File: config.mk
export PLATFORM = sky130hd
export DESIGN_NAME = mem_arbiter
export DESIGN_NICKNAME = d
export VERILOG_FILES = /design/src/rtl/mem_arb_pkg.sv /design/src/rtl/mem_arbiter.sv
export SDC_FILE = /design/constraint.sdc
export NUM_CORES = 1
export LEC_CHECK = 0
export CAP_MARGIN = 20
export CORE_AREA = 2 2 120 122
export DETAILED_ROUTE_END_ITERATION = 10
export DIE_AREA = 0 0 122 124
export GPL_TIMING_DRIVEN = 1
export PLACE_DENSITY = 0.78
export SLEW_MARGIN = 20
export SYNTH_ARGS = -nofsm -noshare
export SYNTH_HDL_FRONTEND = slang
export SYNTH_SLANG_ARGS = --single-unit
File: constraint.sdc
create_clock -name clk -period 2.5 [get_ports clk]
set_input_delay 0.75 -clock clk [delete_from_list [all_inputs] [get_ports clk]]
set_output_delay 0.75 -clock clk [all_outputs]
set_load 0.1 [all_outputs]
File: src/rtl/mem_arb_pkg.sv
// Shared types and constants for the two-requester memory arbiter.
package mem_arb_pkg;

  typedef enum logic [1:0] {
    IDLE = 2'd0,
    BUSY = 2'd1,
    DONE = 2'd2
  } state_t;

  localparam logic [31:0] ERR_RDATA = 32'hDEADBEEF;

endpackage

File: src/rtl/mem_arbiter.sv
// Round-robin arbiter granting one of two requesters access to a single memory slave,
// with a per-transaction timeout that completes the owner with an error response.
module mem_arbiter
  import mem_arb_pkg::*;
#(
  parameter int unsigned TIMEOUT = 64
) (
  input  logic        clk,
  input  logic        reset_n,
  input  logic        m0_valid,
  input  logic [3:0]  m0_wstrb,
  input  logic [31:0] m0_addr,
  input  logic [31:0] m0_wdata,
  output logic        m0_ready,
  output logic [31:0] m0_rdata,
  output logic        m0_err,
  input  logic        m1_valid,
  input  logic [3:0]  m1_wstrb,
  input  logic [31:0] m1_addr,
  input  logic [31:0] m1_wdata,
  output logic        m1_ready,
  output logic [31:0] m1_rdata,
  output logic        m1_err,
  output logic        s_valid,
  output logic [31:0] s_addr,
  output logic [31:0] s_wdata,
  output logic [3:0]  s_wstrb,
  input  logic        s_ready,
  input  logic [31:0] s_rdata
);

  // The abort fires in the BUSY cycle in which the counter would reach TIMEOUT.
  localparam logic [7:0] TMO_LAST = 8'(TIMEOUT - 1);

  state_t      state_q, state_d;
  logic        owner_q, owner_d;
  logic        last_owner_q, last_owner_d;
  logic [7:0]  cnt_q, cnt_d;
  logic [31:0] addr_q, addr_d;
  logic [31:0] wdata_q, wdata_d;
  logic [3:0]  wstrb_q, wstrb_d;
  logic        grant;
  logic        done_ok;
  logic        done_to;

  always_ff @(posedge clk or negedge reset_n) begin
    if (!reset_n) begin
      state_q      <= IDLE;
      owner_q      <= 1'b0;
      last_owner_q <= 1'b1;
      cnt_q        <= 8'd0;
      addr_q       <= 32'd0;
      wdata_q      <= 32'd0;
      wstrb_q      <= 4'd0;
    end else begin
      state_q      <= state_d;
      owner_q      <= owner_d;
      last_owner_q <= last_owner_d;
      cnt_q        <= cnt_d;
      addr_q       <= addr_d;
      wdata_q      <= wdata_d;
      wstrb_q      <= wstrb_d;
    end
  end

  always_comb begin
    state_d      = state_q;
    owner_d      = owner_q;
    last_owner_d = last_owner_q;
    cnt_d        = cnt_q;
    addr_d       = addr_q;
    wdata_d      = wdata_q;
    wstrb_d      = wstrb_q;
    grant        = 1'b0;
    done_ok      = 1'b0;
    done_to      = 1'b0;
    case (state_q)
      IDLE: begin
        if (m0_valid || m1_valid) begin
          grant   = (m0_valid && m1_valid) ? ~last_owner_q : m1_valid;
          owner_d = grant;
          addr_d  = grant ? m1_addr  : m0_addr;
          wdata_d = grant ? m1_wdata : m0_wdata;
          wstrb_d = grant ? m1_wstrb : m0_wstrb;
          cnt_d   = 8'd0;
          state_d = BUSY;
        end
      end
      BUSY: begin
        // A slave completion takes priority over a timeout landing in the same cycle.
        if (s_ready) begin
          done_ok      = 1'b1;
          last_owner_d = owner_q;
          state_d      = DONE;
        end else if (cnt_q == TMO_LAST) begin
          done_to      = 1'b1;
          last_owner_d = owner_q;
          state_d      = DONE;
        end else begin
          cnt_d = cnt_q + 8'd1;
        end
      end
      DONE:    state_d = IDLE;
      default: state_d = IDLE;
    endcase
  end

  logic        resp;
  logic [31:0] resp_rdata;

  assign resp       = done_ok | done_to;
  assign resp_rdata = done_ok ? s_rdata : ERR_RDATA;

  assign s_valid  = (state_q == BUSY);
  assign s_addr   = addr_q;
  assign s_wdata  = wdata_q;
  assign s_wstrb  = wstrb_q;

  assign m0_ready = resp & ~owner_q;
  assign m0_err   = done_to & ~owner_q;
  assign m0_rdata = m0_ready ? resp_rdata : 32'd0;
  assign m1_ready = resp & owner_q;
  assign m1_err   = done_to & owner_q;
  assign m1_rdata = m1_ready ? resp_rdata : 32'd0;

endmodule

; After elaboration in Yosys (flattened, before gate mapping)
; Cells that the tools add are included.
[totals]
register_bits = 80
wordCells = 52
input_bits = 173
output_inout_bits = 137
[op_classes]
n_bitwise = 7
n_eq_ne = 6
muxes = 22
n_addsub = 1
reduce_logical = 9
[op_table]
columns = op, count
row1 = two-way mux 32 bit, 5
row2 = two-way mux 8 bit, 3
row3 = case mux 8 bit (2 select lines), 1
row4 = adder 8 x 1 -> 8 bit (second input constant), 1
row5 = == test 8 x 6 -> 1 bit (second input constant), 1
row6 = two-way mux 1 bit, 8
row7 = two-way mux 2 bit, 3
row8 = != test 2 bit (second input constant), 3
row9 = AND reduction 2 bit, 3
row10 = bitwise AND 1 bit, 4
row11 = two-way mux 4 bit, 1
row12 = case mux 2 bit (2 select lines), 1
row13 = AND reduction 4 bit, 1
row14 = nonzero test 2 bit, 2
row15 = != test 3 x 1 -> 1 bit (second input constant), 1
row16 = == test 2 x 1 -> 1 bit (second input constant), 1
row17 = logical NOT 2 bit, 1
row18 = inverter 1 bit, 2
row19 = logical AND 1 bit, 1
row20 = logical OR 1 bit, 1
row21 = bitwise OR 1 bit, 1

; Longest topological paths before layout
; Gate-level depths: netlist of run 1.
[depth]
word_depth = 7
depth_mapped = 7
depth_no_buf = 6

; Least setup slack after synthesis of run 1
; No wires, ideal clock.
[synth_timing]
path_kind = reg-to-output
start = register cnt_q[0]
end = output port m1_rdata[10]
path_stages_with_launch = 7
path_slack_ns = -0.875
arrival_ns = 2.625
required_time_ns = 1.750
path_buffers = 1
path_cell_list = dfrtp_1 ha_1 nand4_1 nor2_4 o211ai_4 buf_2 nor2_1
[synth_via]
elab_chain_len = 7
[synth_rtl]
columns = element, line_no
row1 = "start, declared", mem_arbiter.sv:38  ; logic [7:0] cnt_q, cnt_d;
row2 = "start signal, assigned", mem_arbiter.sv:59  ; cnt_q <= cnt_d;
row3 = == test 8 x 6 -> 1 bit, mem_arbiter.sv:95  ; end else if (cnt_q == TMO_LAST) begin
row4 = two-way mux 1 bit, mem_arbiter.sv:95
row5 = two-way mux 1 bit, mem_arbiter.sv:91  ; if (s_ready) begin
row6 = two-way mux 1 bit, mem_arbiter.sv:77  ; case (state_q)
row7 = bitwise OR 1 bit, mem_arbiter.sv:111  ; assign resp = done_ok | done_to;
row8 = bitwise AND 1 bit, mem_arbiter.sv:122  ; assign m1_ready = resp & owner_q;
row9 = two-way mux 32 bit, mem_arbiter.sv:124  ; assign m1_rdata = m1_ready ? resp_rdata : 32'd0;
row10 = "end, declared", mem_arbiter.sv:22  ; output logic [31:0] m1_rdata,
; No other way between the ends.

; Final worst setup path of run 1
[layout_timing]
start = register cnt_q[7]
end = output port m1_rdata[26]
; Same word-level chain as after synthesis.

==> impl_metrics.json, run 1 <==
{
  "dpl.hpwl_microns": 13620,
  "syn2layout_area_growth_pct": 121.7,
  "grt_use_met3_pct": 7.509,
  "maxCapViolCount": 0,
  "clk_latency_ns": 0.33,
  "post-route-period-util_pct": 112.0,
  "synth_nets": 639,
  "place.gp.congestion": 0.9063,
  "yosysTopAreaCellShare_pct": 46.69,
  "synth_edf_count": 0,
  "critPathCaptureType": "output pin",
  "synthSimpleGateAreaFrac_pct": 19.06,
  "muxShareOfSynthArea_pct": 16.08,
  "cts_tree": "done",
  "num_vias": 4805,
  "clock_sinks": 80,
  "cp_data_arrival_time_ns": 2.05,
  "synthXorXnorAreaFrac_pct": 0,
  "use_met1_pct": 23.70,
  "slowest_stage": "or3b_4",
  "grt-ovfl-total": 0,
  "rsz0062_at_grt": "yes",
  "cp-start-kind": "flop",
  "antenna_found_initial": 1,
  "io_buffers": 309,
  "ys_types": 37,
  "slowest_delay_ns": 0.42,
  "busiest_layer": "met2",
  "yosys_warnings": 0,
  "syn_inst": 465,
  "cts_buffers": 9,
  "grt_pass1_vias": 5155,
  "finalWorstSetupSlack_ns": -0.3000,
  "tightestPinTransition_ns": 0.5081,
  "synthAdderAreaFrac_pct": 0.2955,
  "setup_viol": 52,
  "dieArea_sq_mm": 0.01513,
  "synth_area_leaders": "dfrtp_1 (47%), mux2i_1 (16%), o21ai_0 (8.6%)",
  "violations": "setup timing",
  "cts.root.buffer_cell": "clkbuf_16",
  "cp_cell_sequence": "or3b_4 -> nor2_4 -> o211ai_4 -> buf_12 -> buf_6 -> nor2_4 -> buf_12",
  "antenna_left": 0,
  "die_w_microns": 122,
  "worst_ep_required_time_ns": 1.75,
  "nets": 986,
  "min_period_ns": 2.800,
  "crit_family": "simple AND/OR/NAND/NOR gates",
  "final_hold_viol_count": 0,
  "maxSlewHeadroom_pct": 66.13,
  "cts_buffer_depth": 2,
  "report.final.slew_viol_count": 0,
  "clk_pin_slew_ns": 0.07,
  "start_util_pct": 30.86,
  "hold_path_class": "primary input to async pin",
  "initialDrtViolationCount": 184,
  "first_pass_iters": 4,
  "fp.coreArea_sq_mm": 0.01372,
  "io_pins": 310,
  "synthArstFlopShare_pct": 100.0,
  "grt_usage_pct": 23.05,
  "outcome": "complete, but fails checks",
  "yosysTopAreaCell": "dfrtp_1",
  "grt_max_degree": 89,
  "synth-main-ff-cell": "dfrtp_1",
  "rows": 43,
  "postCtsHoldBufs": 0,
  "max_freq_ghz": 0.3571,
  "cp_max_fo": 6,
  "via_per_inst": 4.815,
  "fin_area_sq_mm": 0.009387,
  "gr-usage-met2_pct": 43.82,
  "ys_seq_area_share_pct": 47.31,
  "criticalPathCategory": "flop to output pin",
  "synth-seq-cells": 80,
  "synth_top_family_by_area": "simple AND/OR/NAND/NOR gates",
  "wire_per_inst_microns": 17.47,
  "syn_area_per_cell_sq_um": 9.106,
  "clock_skew_ns": 0.01241,
  "route.detailed.drc": 0,
  "final_layout_size_suffix_gt1_share_pct": 37.33,
  "htree_num_levels": 3,
  "synth_compound_area_share_pct": 12.80,
  "routed_wl_microns": 17440,
  "grt_first_pass_wirelength_microns": 26850,
  "path_buf_inv": 3,
  "die_h_microns": 124,
  "syn_area_sq_mm": 0.004234,
  "dpl_cell_area_sq_mm": 0.008813
}
[final timing paths]
check                                              from                        to  slack, ns  depth (start not counted)
worst max-delay path               cnt_q[7]$_DFFE_PN0P_              m1_rdata[26]      -0.30                          7
worst min-delay path                            reset_n    s_addr[25]$_DFFE_PN0P_       0.38                          1
worst max register to register     cnt_q[7]$_DFFE_PN0P_      cnt_q[3]$_DFFE_PN0P_       0.79                          6
worst min register to register  s_wdata[10]$_DFFE_PN0P_   s_wdata[10]$_DFFE_PN0P_       0.48                          2
max in group asynchronous                       reset_n  last_owner_q$_DFFE_PN1P_       1.45                          2
min in group clk                s_wdata[10]$_DFFE_PN0P_   s_wdata[10]$_DFFE_PN0P_       0.48                          2
[cell families after synthesis]
group / count (synthesis)
flip-flops: 80
AND/OR/NAND/NOR: 186
adder cells (fa/ha/maj): 1
multiplexers: 68
buffers and inverters: 38
AO/OA/AOI/OAI: 92
[cell type report]
class | instances | area, sq um
Fill cell | 934 | 4333
Timing Repair Buffer | 370 | 4292
Multi-Input combinational cell | 347 | 2525
Sequential cell | 80 | 2003
Clock buffer | 11 | 252.7
Tap cell | 180 | 225.2
Clock inverter | 5 | 63.81
Inverter | 4 | 22.52
Antenna cell | 1 | 2.502
[cells in the mapped netlist, types with 2 or more instances]
master    count
inv_1         3
nand2_1      76
and3_1       18
a21oi_1       3
dfrtp_1      79
o21a_1        3
buf_2        11
a41oi_1       2
o211ai_4      2
nand2b_1      2
a21o_2        2
nor2_1       75
nand3_1       4
clkbuf_1     18
o21ai_0      73
mux2i_1      68
nand4_1       2
a31oi_1       3
buf_6         2
buf_4         2
[through the flow]
step	setup TNS, ns	hold WS, ns	std cells	setup slack [ns]	util, %
CTS	-13.06	0.3944	996	-0.3275	68.50
finish	-12.08	0.3839	998	-0.3000	68.42
global placement	-23.04	0.4649	966	-0.3896	64.24
detailed placement	-23.06	0.4727	966	-0.4033	64.24
global route	-16.09	0.4176	998	-0.3788	68.42
floorplan	-8.351	0.4544	465	-0.2387	-
[sequential cells by signal, summed over array words and instances (netlist names)]
name / flops
s_wstrb: 4
owner_q: 1
cnt_q: 8
s_wdata: 32
last_owner_q: 1
s_addr: 32
state_q: 2
[worst register-to-register path, cell delays in order (launching register included)]
cell and delay (ns):
dfrtp_1 0.38, or3b_4 0.42, buf_4 0.15, o21ai_4 0.12, buf_4 0.16, nor3_1 0.06
a211o_2 0.30
[what timing repair did]
action / CTS / global route
setup endpoints to repair: 68 / 68
buffers inserted: 12 / 4
resized for setup: 39 / 6
pin swaps: 16 / 12
gates cloned: 2 / 0
[layer usage]
| layer | vias to the layer above | wire length (microns) |
|---|---|---|
| li1 | 2279 | - |
| met1 | 2270 | 6206 |
| met2 | 230 | 9220 |
| met3 | 26 | 1616 |
| met4 | 0 | 393 |
| met5 | - | 0 |
[layout by cell type, fill, tap and decap left out, drive strengths merged, types with 4 or more instances in the layout]
master	n
nor2	76
dfrtp	79
o21ai	75
nand2	76
mux2i	68
clkbuf	12
nand3	4
and3	18
clkdlybuf4s50	170
buf	199
Power of run 1 is not shown: default switching activity piles up to over one toggle a cycle in this logic, so the estimate is an artifact.
==> run 2: changes to the inputs <==
- CTS_CLUSTER_SIZE: not set -> 14
- GPL_ROUTABILITY_DRIVEN: not set -> 1
==> results of run 2 <==
Same layout as run 1: the final DEF is identical, and so are final timing and power.
Power of run 2 is left out for the same reason.
==> run 3: changes to the inputs <==
- DONT_BUFFER_PORTS: not set -> 1
- PLACE_DENSITY: 0.78 -> 0.49
==> run 3 against run 2 <==
Clock-buffer cell count down 1. The flow still finishes with violations (setup timing). Cell count down 20%. Non-clock buffer count down 201.
==> impl_metrics.json, run 3 (same netlist as run 1, synthesis figures left out) <==
{
  "outcome": "complete, but fails checks",
  "violations": "setup timing",
  "worst_ep_required_time_ns": 1.75,
  "htree_num_levels": 3,
  "antenna_found_initial": 0,
  "grt_max_degree": 81,
  "post-route-period-util_pct": 108.9,
  "slowest_stage": "or3b_4",
  "crit_family": "simple AND/OR/NAND/NOR gates",
  "report.final.slew_viol_count": 0,
  "dpl.hpwl_microns": 10560,
  "cp_cell_sequence": "or3b_4 -> nor2_4 -> o211ai_4 -> buf_12 -> nor2_4 -> buf_12",
  "cts_buffers": 9,
  "syn2layout_area_growth_pct": 73.05,
  "hold_path_class": "primary input to async pin",
  "path_buf_inv": 2,
  "cp_data_arrival_time_ns": 1.97,
  "wire_per_inst_microns": 16.96,
  "fp.coreArea_sq_mm": 0.01372,
  "grt-ovfl-total": 0,
  "via_per_inst": 4.805,
  "grt_usage_pct": 17.40,
  "clk_pin_slew_ns": 0.06,
  "antenna_left": 0,
  "grt_first_pass_wirelength_microns": 20370,
  "rsz0062_at_grt": "yes",
  "dieArea_sq_mm": 0.01513,
  "setup_viol": 52,
  "first_pass_iters": 4,
  "layout_commonest_cell": "buf_4",
  "cts_tree": "done",
  "num_vias": 3820,
  "routed_wl_microns": 13480,
  "final_cell_mix": "buf_4 (91), dfrtp_1 (78), nand2_1 (76)",
  "cp-start-kind": "flop",
  "clock_sinks": 80,
  "final_layout_size_suffix_gt1_share_pct": 43.74,
  "io_pins": 310,
  "nets": 785,
  "initialDrtViolationCount": 125,
  "rows": 43,
  "num_antenna_cells": 0,
  "finalWorstSetupSlack_ns": -0.2226,
  "postCtsHoldBufs": 0,
  "die_w_microns": 122,
  "clock_skew_ns": 0.007463,
  "tightestPinTransition_ns": 0.5925,
  "io_buffers": 0,
  "final_hold_viol_count": 0,
  "start_util_pct": 30.86,
  "hold_slack_ns": 0.1150,
  "min_period_ns": 2.723,
  "clk_latency_ns": 0.33,
  "cts.root.buffer_cell": "clkbuf_16",
  "die_h_microns": 124,
  "slowest_delay_ns": 0.43,
  "route.detailed.drc": 0,
  "cts_buffer_depth": 2,
  "critPathCaptureType": "output pin",
  "place.gp.congestion": 0.7774,
  "cp_max_fo": 13,
  "criticalPathCategory": "flop to output pin",
  "maxCapViolCount": 0,
  "grt_pass1_vias": 3903,
  "max_freq_ghz": 0.3673,
  "maxSlewHeadroom_pct": 60.50
}
run 3: cell count changes in the layout (fill, tap and decap cells not counted), sizes merged:
cell           delta
clkdlybuf4s50   -170
buf              -31
bufinv            +2
clkinv            -2
clkbuf            -1
clkinvlp          +1
diode             -1
inv               -1
run 3: what timing repair did:
action,CTS,global route
hold endpoints to repair,0,0
endpoints found under the setup margin,68,68
setup buffers,6,4
gates cloned,1,1
pin swaps,4,4
resized for setup,19,7
run 3: worst paths after layout:
kind,from,slack [ns],to,depth (start not counted)
max reg2reg,cnt_q[6]$_DFFE_PN0P_,0.63,cnt_q[4]$_DFFE_PN0P_,7
max,cnt_q[6]$_DFFE_PN0P_,-0.22,m0_rdata[12],6
min in group clk,s_addr[22]$_DFFE_PN0P_,0.48,s_addr[22]$_DFFE_PN0P_,2
max in group asynchronous,reset_n,2.17,last_owner_q$_DFFE_PN1P_,0
min reg2reg,s_addr[22]$_DFFE_PN0P_,0.48,s_addr[22]$_DFFE_PN0P_,2
min,reset_n,0.11,s_wdata[2]$_DFFE_PN0P_,0
run 3: per-stage QoR:
step | area, sq um | setup slack (ns) | utilization [%] | instances | TNS (ns)
after detailed placement | 6782 | 0.04389 | 49.43 | 768 | 0
after floorplan | 4642 | -0.2387 | - | 465 | -8.351
after global routing | 7327 | -0.2998 | 53.41 | 795 | -14.25
final | 7327 | -0.2226 | 53.41 | 795 | -9.504
after CTS | 7246 | -0.2286 | 52.81 | 790 | -9.341
after global placement | 6782 | 0.07986 | 49.43 | 768 | 0
run 3: final cells by class:
class,count,area (sq um)
fill,1221,6392
multi-input combinational,347,2516
timing repair buffer,169,2223
sequential,80,2004
clock buffer,10,229.0
tap,180,225.2
clock inverter,5,106.4
inverter,4,22.52
run 3: routing by layer:
metal / up-vias / share of wire [%] / GRT usage [%]
li1: 1871 / - / -
met1: 1741 / 36 / 19.37
met2: 202 / 53 / 31.88
met3: 6 / 10 / 5.311
met4: 0 / 0.76 / 5.244
met5: - / 0 / 0
Power of run 3 is left out for the same reason.
